### src/rtl/mux16_rr_arbiter_if.sv
`default_nettype none
// ============================================================================
// Module      : mux16_rr_arbiter_if
// Description : Request/grant and mux-control bundle for the 16-way
//               round-robin mux arbiter. The slave modport is the arbiter's
//               view. The master modport is the requester / mux side.
// Revision    : 1.0 - initial release
// ============================================================================
interface mux16_rr_arbiter_if;
  logic [15:0] req;   // request vector, bit i = requester i
  logic        rel;   // owner's voluntary release
  logic        en;    // mux enable
  logic [3:0]  sel;   // mux select
  logic [15:0] gnt;   // one-hot grant
  logic        busy;  // an owner currently holds the mux

  modport master (
    output req,
    output rel,
    input  en,
    input  sel,
    input  gnt,
    input  busy
  );

  modport slave (
    input  req,
    input  rel,
    output en,
    output sel,
    output gnt,
    output busy
  );
endinterface
`default_nettype wire

### src/rtl/mux16_rr_arbiter.sv
`default_nettype none
// ============================================================================
// Module      : mux16_rr_arbiter
// Description : 16-input round-robin arbiter driving a 16:1 mux select.
//               The FSM has two states, IDLE and OWN. An owner keeps the
//               mux until it releases, drops its request, or uses up
//               HOLD_MAX cycles. The next winner is then taken directly
//               by a rotating-priority scan that starts at PTR.
//               Optional build macro MUX16_ARB_PARK_EN: while IDLE, keep
//               the mux enabled and parked on the last owner. When the
//               macro is undefined, IDLE gates the mux off with sel = 0.
// Revision    : 1.0 - initial release
// ============================================================================
module mux16_rr_arbiter #(
  parameter int HOLD_MAX = 8   // legal range 1..15
) (
  input  wire logic         clk_i,
  input  wire logic         rst_n_i,
  mux16_rr_arbiter_if.slave arb_io
);

  // A tenure ends on the edge where the hold count reaches this value.
  localparam logic [3:0] C_HCNT_LAST = 4'(HOLD_MAX - 1);

  typedef enum logic [0:0] {
    ST_IDLE = 1'b0,
    ST_OWN  = 1'b1
  } state_t;

  state_t      state_q, state_d;
  logic [3:0]  ptr_q,   ptr_d;
  logic [3:0]  hcnt_q,  hcnt_d;
  logic [3:0]  sel_q,   sel_d;
  logic [15:0] gnt_q,   gnt_d;
  logic        en_q,    en_d;
  logic        busy_q,  busy_d;

  logic [15:0] w_req_rot;
  logic        w_any;
  logic [3:0]  w_off;
  logic [3:0]  w_win;
  logic        w_release;
  logic        w_arb;

  // Rotate the request vector so bit 0 is the requester at PTR. Then find
  // the lowest set bit. The winner is PTR plus that offset, with mod-16
  // wrap from the 4-bit add.
  always_comb begin
    w_req_rot = '0;
    for (int i = 0; i < 16; i++) begin
      w_req_rot[i] = arb_io.req[4'(i) + ptr_q];
    end
    w_any = |arb_io.req;
    w_off = 4'd0;
    for (int i = 15; i >= 0; i--) begin
      if (w_req_rot[i]) begin
        w_off = 4'(i);
      end
    end
    w_win = ptr_q + w_off;
  end

  // Release conditions apply only while owning. In OWN, sel_q is the owner
  // index. If REL and a timeout happen together, they give one release.
  always_comb begin
    w_release = (state_q == ST_OWN) &&
                (arb_io.rel || !arb_io.req[sel_q] || (hcnt_q == C_HCNT_LAST));
    w_arb     = (state_q == ST_IDLE) || w_release;
  end

  // Next-state and next-output selection. Arbitrate on every IDLE edge and
  // on every release edge. Otherwise keep the owner and count its tenure.
  always_comb begin
    state_d = state_q;
    ptr_d   = ptr_q;
    hcnt_d  = hcnt_q;
    sel_d   = sel_q;
    gnt_d   = gnt_q;
    en_d    = en_q;
    busy_d  = busy_q;
    if (w_arb) begin
      hcnt_d = 4'd0;
      if (w_any) begin
        state_d = ST_OWN;
        sel_d   = w_win;
        gnt_d   = 16'd1 << w_win;
        ptr_d   = w_win + 4'd1;
        en_d    = 1'b1;
        busy_d  = 1'b1;
      end else begin
        state_d = ST_IDLE;
        gnt_d   = 16'd0;
        busy_d  = 1'b0;
`ifdef MUX16_ARB_PARK_EN
        // Park: Z keeps showing the last source.
        en_d    = 1'b1;
        sel_d   = sel_q;
`else
        en_d    = 1'b0;
        sel_d   = 4'd0;
`endif
      end
    end else begin
      hcnt_d = hcnt_q + 4'd1;
    end
  end

  // State and registered outputs. Reset is asynchronous, so an in-progress
  // grant drops without waiting for a clock edge.
  always_ff @(posedge clk_i or negedge rst_n_i) begin
    if (!rst_n_i) begin
      state_q <= ST_IDLE;
      ptr_q   <= 4'd0;
      hcnt_q  <= 4'd0;
      sel_q   <= 4'd0;
      gnt_q   <= 16'd0;
      en_q    <= 1'b0;
      busy_q  <= 1'b0;
    end else begin
      state_q <= state_d;
      ptr_q   <= ptr_d;
      hcnt_q  <= hcnt_d;
      sel_q   <= sel_d;
      gnt_q   <= gnt_d;
      en_q    <= en_d;
      busy_q  <= busy_d;
    end
  end

  assign arb_io.en   = en_q;
  assign arb_io.sel  = sel_q;
  assign arb_io.gnt  = gnt_q;
  assign arb_io.busy = busy_q;

endmodule
`default_nettype wire

### src/flat_wrapper.sv
// flat-port wrapper written by rule: the top's interface ports become plain ports
module mux16_rr_arbiter_flat 
#(
  parameter int HOLD_MAX = 8                       
)
  (clk_i, rst_n_i, arb_io_req, arb_io_rel, arb_io_en, arb_io_sel, arb_io_gnt, arb_io_busy);
  mux16_rr_arbiter_if arb_io_i ();
  input  wire logic clk_i;
  input  wire logic rst_n_i;
  input wire logic [$bits(arb_io_i.req)-1:0] arb_io_req;
  input wire logic [$bits(arb_io_i.rel)-1:0] arb_io_rel;
  output wire logic [$bits(arb_io_i.en)-1:0] arb_io_en;
  output wire logic [$bits(arb_io_i.sel)-1:0] arb_io_sel;
  output wire logic [$bits(arb_io_i.gnt)-1:0] arb_io_gnt;
  output wire logic [$bits(arb_io_i.busy)-1:0] arb_io_busy;
  assign arb_io_i.req = arb_io_req;
  assign arb_io_i.rel = arb_io_rel;
  assign arb_io_en = arb_io_i.en;
  assign arb_io_sel = arb_io_i.sel;
  assign arb_io_gnt = arb_io_i.gnt;
  assign arb_io_busy = arb_io_i.busy;
  mux16_rr_arbiter #(.HOLD_MAX(HOLD_MAX)) u_core (.clk_i(clk_i), .rst_n_i(rst_n_i), .arb_io(arb_io_i));
endmodule
### config.mk
export PLATFORM = sky130hd
export DESIGN_NAME = mux16_rr_arbiter_flat
export DESIGN_NICKNAME = d
export VERILOG_FILES = /design/src/rtl/mux16_rr_arbiter_if.sv /design/src/rtl/mux16_rr_arbiter.sv /design/src/flat_wrapper.sv
export SDC_FILE = /design/constraint.sdc
export NUM_CORES = 1
export LEC_CHECK = 0
export ABC_CLOCK_PERIOD_IN_PS = 4850
export CAP_MARGIN = 20
export CELL_PAD_IN_SITES_DETAIL_PLACEMENT = 1
export CELL_PAD_IN_SITES_GLOBAL_PLACEMENT = 1
export CORE_ASPECT_RATIO = 0.8
export CORE_MARGIN = 4
export CORE_UTILIZATION = 40
export CTS_CLUSTER_DIAMETER = 50
export DETAILED_ROUTE_END_ITERATION = 6
export PLACE_DENSITY = 0.79
export SETUP_SLACK_MARGIN = 0.15
export SYNTH_ARGS = -nofsm -noshare
export SYNTH_HDL_FRONTEND = slang
export SYNTH_SLANG_ARGS = --single-unit
### constraint.sdc
create_clock -name clk_i -period 4.85 [get_ports clk_i]
set_input_delay 0.97 -clock clk_i [delete_from_list [all_inputs] [get_ports clk_i]]
set_output_delay 0.97 -clock clk_i [all_outputs]
set_load 0.01 [all_outputs]
Word-level counts from Yosys, hierarchy flattened
Cells that the tools add are included.
{ "totals": {"ff_bits": 29, "inputBits": 19, "elab_cells": 104} }
{ "op_classes": {"add_sub_neg": 18, "n_lt_le_gt_ge": 17, "muxes": 54, "reduce_logical": 7, "shift": 1, "eq_ne": 1, "n_bitwise": 1} }
{ "op_table": {"columns": ["operator", "count"], "rows": [
  ["4-bit by 5-bit < comparator with 1-bit output, second input constant", 17],
  ["4-bit two-way mux", 18],
  ["1-bit binary-select mux with 4-bit select", 17],
  ["4-bit adder, first input constant", 8],
  ["1-bit two-way mux", 18],
  ["3-bit by 4-bit adder with 4-bit output, first input constant", 4],
  ["16-bit two-way mux", 1],
  ["16-bit OR reduction", 1],
  ["1-bit by 4-bit << shifter with 16-bit output, first input constant", 1],
  ["2-bit by 4-bit adder with 4-bit output, first input constant", 2],
  ["4-bit by 1-bit adder with 4-bit output, second input constant", 2],
  ["1-bit by 4-bit adder with 4-bit output, first input constant", 1],
  ["4-bit adder", 1],
  ["4-bit by 3-bit == test with 1-bit output, second input constant", 1],
  ["1-bit logical OR", 3],
  ["2-bit AND reduction", 1],
  ["1-bit logical AND", 1],
  ["1-bit logical NOT", 1],
  ["1-bit NOT", 1]
]} }

Longest topological paths before layout
{ "depth": {"depth_word": 22, "ltp_mapped": 18} }

Worst setup path after synthesis
No wires, ideal clock.
{ "synth_timing": {"path_kind": "register to register", "startpoint": "register u_core.ptr_q[1]", "endpoint": "register u_core.ptr_q[3]", "synth_period_minus_slack_ns": 4.594, "t_required_ns": 4.771, "setup_slack_ns": 0.256, "t_arrival_ns": 4.515, "path_stages_with_launch": 16, "path_buffers": 2, "cell_sequence": "dfrtp_1 > buf_2 > inv_1 > ha_1 > clkbuf_1 > mux4_2 > mux4_2 > or2_1 > o21bai_1 > a31oi_1 > ha_1 > a21o_1 > a21oi_1 > xnor2_1 > xor3_1 > mux2i_1"} }
{ "synth_between": {"elab_chain_cells": 21, "word_cells_on_any_way": 65, "classes_between": "add/sub (17); mux (48)"} }
{ "synth_rtl": {"columns": ["element", "line", "rtl"], "rows": [
  ["start: declaration", "mux16_rr_arbiter.sv:31", "logic [3:0] ptr_q, ptr_d;"],
  ["start signal: assignment", "mux16_rr_arbiter.sv:121", "ptr_q <= ptr_d;"],
  ["4-bit adder", "mux16_rr_arbiter.sv:51", "w_req_rot[i] = arb_io.req[4'(i) + ptr_q];"],
  ["1-bit binary-select mux with 4-bit select", "mux16_rr_arbiter.sv:51", null],
  ["1-bit two-way mux (implied by the code)", "mux16_rr_arbiter.sv:51", null],
  ["4-bit two-way mux (16 in series)", "mux16_rr_arbiter.sv:56", "if (w_req_rot[i]) begin"],
  ["4-bit adder (*)", "mux16_rr_arbiter.sv:60", "w_win = ptr_q + w_off;"],
  ["4-bit by 1-bit adder with 4-bit output (*)", "mux16_rr_arbiter.sv:87", "ptr_d = w_win + 4'd1;"]
]} }
Mark *: on every way between the ends. The rest lies on a longest branch, timed or not. The select of a mux whose other input is x is not followed.
A chain may end at the register's enable or synchronous reset.

Worst setup path in the final report
{ "layout_timing": {"startpoint": "input arb_io_req[6]", "endpoint": "register u_core.ptr_q[3]"} }
{ "layout_between": {"elab_chain_cells": 20, "word_cells_on_any_way": 59, "classes_between": "add/sub (2); mux (50); reduce/logical (7)"} }
{ "layout_rtl": {"columns": ["element", "line", "rtl"], "rows": [
  ["start: declaration", "flat_wrapper.sv:10", "input wire logic [$bits(arb_io_i.req)-1:0] arb_io_req;"],
  ["1-bit binary-select mux with 4-bit select", "mux16_rr_arbiter.sv:51", null],
  ["1-bit two-way mux (implied by the code)", "mux16_rr_arbiter.sv:51", null],
  ["4-bit two-way mux (16 in series)", "mux16_rr_arbiter.sv:56", null],
  ["4-bit adder", "mux16_rr_arbiter.sv:60", null],
  ["4-bit by 1-bit adder with 4-bit output", "mux16_rr_arbiter.sv:87", null]
]} }
Parallel ways exist; a longest one is shown, timed or not. The select of a mux whose other input is x is not followed.

==> qor.txt <==
Commonest cells in the netlist: mux4_2, dfrtp_1, nand2_1
Total Routing Usage GR: 0.189
FF+latch count, synth: 29
Cell depth of the worst min-delay path: 1
Starting Density: 0.421
Initial antenna violation count: 0
CTS Buf Count: 5
GRT Residual Overflow: 0
Slew Limit Fails: 0
Synth Area in Compound Gates: 0.0854
Hold Path Origin: u_core.hcnt_q[0]
Sequential fraction of the synthesis area: 0.264
Vias in the first global route: 2261
Grt met2 use: 0.291
CP arrival: 4.68 ns
Critical Path RT: 4.98 ns
Mux share of post-synthesis cell area: 0.345
Reg2reg start: u_core.ptr_q[0]
Worst hold-check path type: reg -> reg
Hold violation total from the final report: 0
Vias: 2186
Clock Tree Buf Depth: 2
Slew @ Worst Pin: 0.640 ns
Max Clock Freq: 220 MHz
FFs w/ async S/R, synth: 1.00
Synth warn: 0
Yosys top cell area share: 0.264
Initial DRC Count: 102
Top-count cell post-synth: mux4_2
First-pass GRT wire length: 12.2 mm
Die width: 101 um
WL/cell: 20.5 um
Reg2Reg Depth: 14
Port buffer count: 40
Cells after Synth: 239
Final GP Congestion: 0.821
Met1 Use GR: 0.284
Clk_skew: 0.00902 ns
Placed Area: 3270 um2
Worst skew pair latency: 0.28 ns
CTS tree: done
Clock-pin slew on the worst setup and hold paths: 0.06 ns
Drc violations: 0
Largest family of logic cells by synthesized area: multiplexers
Unique masters post-synth: 42
Synth Area in XOR/XNOR: 0.0591
Synth-to-layout area growth: 24.7%
H-Tree Level Count: 2
I/O pin cnt: 41
Global routing usage on met3: 0.0327
Total clock sinks: 29
HPWL after detailed placement: 5.65 mm
Initial DRT Pass Iterations: 4
Clock root buffer: clkbuf_8
Share of cells above drive strength 1: 0.246
Fill cells: 679
Synth Area in Adders: 0.0800
Max Cap Viol: 0
Die height: 82.2 um
Seq. cell area: 727 um2
Relative slew margins: 0.572
Post-route clock period utilization: 0.937
Worst setup EP type: flop
Simple-Gate Fraction of Synth Area: 0.124
Nets@finish: 320
WHS Endpoint: u_core.hcnt_q[0]
Final Critical Period: 4.55 ns
R2R Setup Slk: 0.39 ns
Reg-to-Reg End: u_core.ptr_q[3]
Final instance area: 3430 um2
Syn nets: 275
Final core utilization: 0.525
Multi-input logic area: 1950 um2
Avg Vias per Cell: 5.92
Gr busiest metal: met2
Core Box Area: 6540 um2
Ant diodes: 0
Antenna Nets Post-Route: 0
Synth Cell Area: 2750 um2
Top post-synthesis cells by area: dfrtp_1, mux4_2, ha_1
Avg Inst Size Synth: 11.5 um2
Top FF cell, synth: dfrtp_1
Status: finished, final reports clean
Routed WL: 7.57 mm
Largest net degree at the start of global routing: 34
# rows: 26
CP startpoint kind: primary input
EDFF count, synth: 0
Setup CP Type: in -> reg
Setup Viol. Count Final: 0
Synth area leader: dfrtp_1
Worst Path Max Fanout: 7
RSZ-0062 raised after global routing: false
Die area: 8280 um2
==> metrics by stage <==
| stage | setup WS [ns] | std cells | hold slack [ns] | setup TNS (ns) |
|---|---|---|---|---|
| 6_report | 0.304 | 369 | 0.463 | 0 |
| 5_1_grt | 0.126 | 369 | 0.486 | 0 |
| 4_1_cts | 0.242 | 367 | 0.469 | 0 |
| 3_5_place_dp | -0.0343 | 359 | 0.459 | -0.0586 |
| 3_3_place_gp | 0.0794 | 359 | 0.452 | 0 |
| 2_1_floorplan | 0.256 | 239 | 0.432 | 0 |
==> routing by layer <==
metal / vias up / share of wire / routed length [um]
met5: - / 0 / 0
met1: 1137 / 0.47 / 3520
met4: 0 / 0.011 / 82
met3: 9 / 0.040 / 299
met2: 57 / 0.48 / 3660
li1: 983 / - / -
==> flip-flops by register name, indices dropped and copies added (netlist names) <==
name	count
u_core.arb_io.gnt	16
u_core.hcnt_q	4
u_core.ptr_q	4
u_core.arb_io.sel	4
u_core.arb_io.en	1
==> cell families (layout without fill, tap and decap cells) <==
logic type | after synthesis | in the layout
adder cells (fa/ha/maj) | 17 | 17
AND/OR/NAND/NOR | 62 | 62
buffers and inverters | 25 | 71
multiplexers | 54 | 54
XOR/XNOR | 16 | 16
flip-flops | 29 | 29
AO/OA/AOI/OAI | 36 | 36
==> cells in the final DEF, fill, tap and decap left out, types with 11 or more instances in the layout <==
master,count
clkdlybuf4s50_1,25
nand2_1,22
inv_1,12
mux4_2,32
ha_1,15
o21ai_0,11
mux2i_1,14
dlymetal6s2s_1,15
buf_4,11
dfrtp_1,28
==> final cells by class <==
type	instances	area share
clock inverter	2	0.00291
multi-input combinational	185	0.569
sequential	29	0.212
timing repair buffer	51	0.152
clock buffer	6	0.0211
inverter	12	0.0131
tap	84	0.0306
==> repair_timing <==
item | 4_1_cts | 5_1_grt
endpoints found under the hold margin | 0 | 0
resized for setup | 0 | 21
hold buffers | 0 | 0
endpoints found under the setup margin | 0 | 9
buffers inserted | 0 | 2
==> worst max path at each step <==
stage / from / to / slack, ns
2_1_floorplan: u_core.ptr_q[1] / u_core.ptr_q[3] / 0.26
5_1_grt: arb_io_req[6] / u_core.ptr_q[3] / 0.13
3_3_place_gp: arb_io_req[2] / u_core.arb_io.gnt[9] / 0.08
4_1_cts: arb_io_req[2] / u_core.arb_io.gnt[10] / 0.24
6_report: arb_io_req[6] / u_core.ptr_q[3] / 0.30
3_5_place_dp: arb_io_req[2] / u_core.arb_io.gnt[11] / -0.03
==> critical path, stage by stage <==
cell and delay (ns):
clkdlybuf4s50_1 0.52, mux4_2 0.53, mux4_2 0.54, a21bo_2 0.21, a21oi_1 0.14, o21ba_2 0.14, o221ai_1 0.13, ha_2 0.21
fa_1 0.41, xor2_2 0.26, nand3_1 0.12, xor3_1 0.41, mux2i_1 0.08
Power is left out: the tool's default activity adds up to more than one toggle a clock period on the data nets, which glitch-free logic cannot reach.
==> RTL change (same flow settings) <==
Build with the macro `MUX16_ARB_PARK_EN` defined.
--- a/src/rtl/mux16_rr_arbiter.sv
+++ b/src/rtl/mux16_rr_arbiter.sv
@@ -13,2 +13,4 @@
 // ============================================================================
+`define MUX16_ARB_PARK_EN
+
 module mux16_rr_arbiter #(
Behaviour: not the same (a bounded check fails within 4 cycles, from zero or initial values and one cycle with rst_n_i low).
==> RTL change against the unedited design <==
Setup slack worse by 48 ps. Sequential cell count rose by 1. Routed wire length grew 16%. Final cell count up 9.2%. Die area grew 2.2%. Synthesized area increased by 2.4%. Final area rose by 8.0%.
Power is not shown: default switching activity piles up to over one toggle a cycle in this logic, so the estimate is an artifact.
==> RTL change: results (changes against the unedited design) <==
fin cells 403 (+9.2%); global routing usage summed across all routing layers 21.7% (+2.8 points); WP data arrival 4750 ps (+70 ps); fill cell total of the finished layout 727 (+7.1%); distinct cell type count after synthesis 41 (-2.4%); number of nets in the layout 352 (+10%); met1 global-route usage 29.6% (+1.2 points); half-perimeter wire length of the detailed placement result 6760 um (+20%); nonclk buf count 78 (+53%); wire length on met2 4320 um (+18%); TAP cells 87 (+3.6%); Clock Skews 7.27 ps (-1.76 ps); number of inverters outside the clock class in the layout 9 (-3); Critical Path Max Stage Delay 480 ps (-60 ps); drt total wl 8810 um (+16%); Final non-clock buffer share 19.3% (+4.1 points); status finished clean; Met3 Routed Length 296 um (-1.0%); grt met2 use 35.2% (+6.0 points); critical path's slowest cell sky130_fd_sc_hd__clkdlybuf4s50_1; xor/xnor cell area share of the yosys netlist 6.08% (+0.17 points); area share of fa/ha/maj cells after synthesis 8.25% (+0.26 points); sum of routed wire segments on met1 3970 um (+13%); largest cells by area after synthesis sky130_fd_sc_hd__dfrtp_1, sky130_fd_sc_hd__mux4_2, sky130_fd_sc_hd__ha_1; complex-gate fraction of the synthesized area 8.12% (-0.42 points); number of placed instances, taps included 390 (+8.6%)
[RTL change: cell types whose count changed in the layout (fill, tap and decap cells not counted), moves of 3 or more]
| cell | change |
|---|---|
| sky130_fd_sc_hd__mux4_2 | -5 |
| sky130_fd_sc_hd__buf_4 | +26 |
| sky130_fd_sc_hd__dlymetal6s2s_1 | -8 |
| sky130_fd_sc_hd__inv_1 | -4 |
| sky130_fd_sc_hd__o21ai_0 | -6 |
| sky130_fd_sc_hd__nand4_1 | +3 |
| sky130_fd_sc_hd__nand3_1 | +7 |
| sky130_fd_sc_hd__o21ai_1 | +5 |
| sky130_fd_sc_hd__clkdlybuf4s50_1 | +7 |
| sky130_fd_sc_hd__nand3b_1 | -8 |
| sky130_fd_sc_hd__mux2_2 | +9 |
| sky130_fd_sc_hd__mux2i_1 | +3 |
[RTL change: per-stage QoR]
step                      setup TNS, ps  utilization, %
after floorplan                       0               -
after detailed placement          -3220            51.5
after global placement             -252            51.5
after CTS                             0            53.7
after global routing                  0            54.1
final                                 0            54.1
[RTL change: timing repair]
action                                  CTS  global route
endpoints found under the hold margin     0             0
pin swaps                                 2             2
gates cloned                              1             0
resized for setup                         3            18
endpoints found under the setup margin   12            20
buffers inserted                          3             1
[RTL change: worst paths after layout]
kind / startpoint / end / cells after the start
min: u_core.arb_io.en / u_core.arb_io.en / 1
max: arb_io_req[11] / u_core.arb_io.sel[3] / 17
max reg2reg: u_core.ptr_q[1] / u_core.ptr_q[2] / 14
min in group asynchronous: rst_n_i / u_core.arb_io.gnt[15] / 2
min reg2reg: u_core.arb_io.en / u_core.arb_io.en / 1
max in group asynchronous: rst_n_i / u_core.hcnt_q[1] / 2
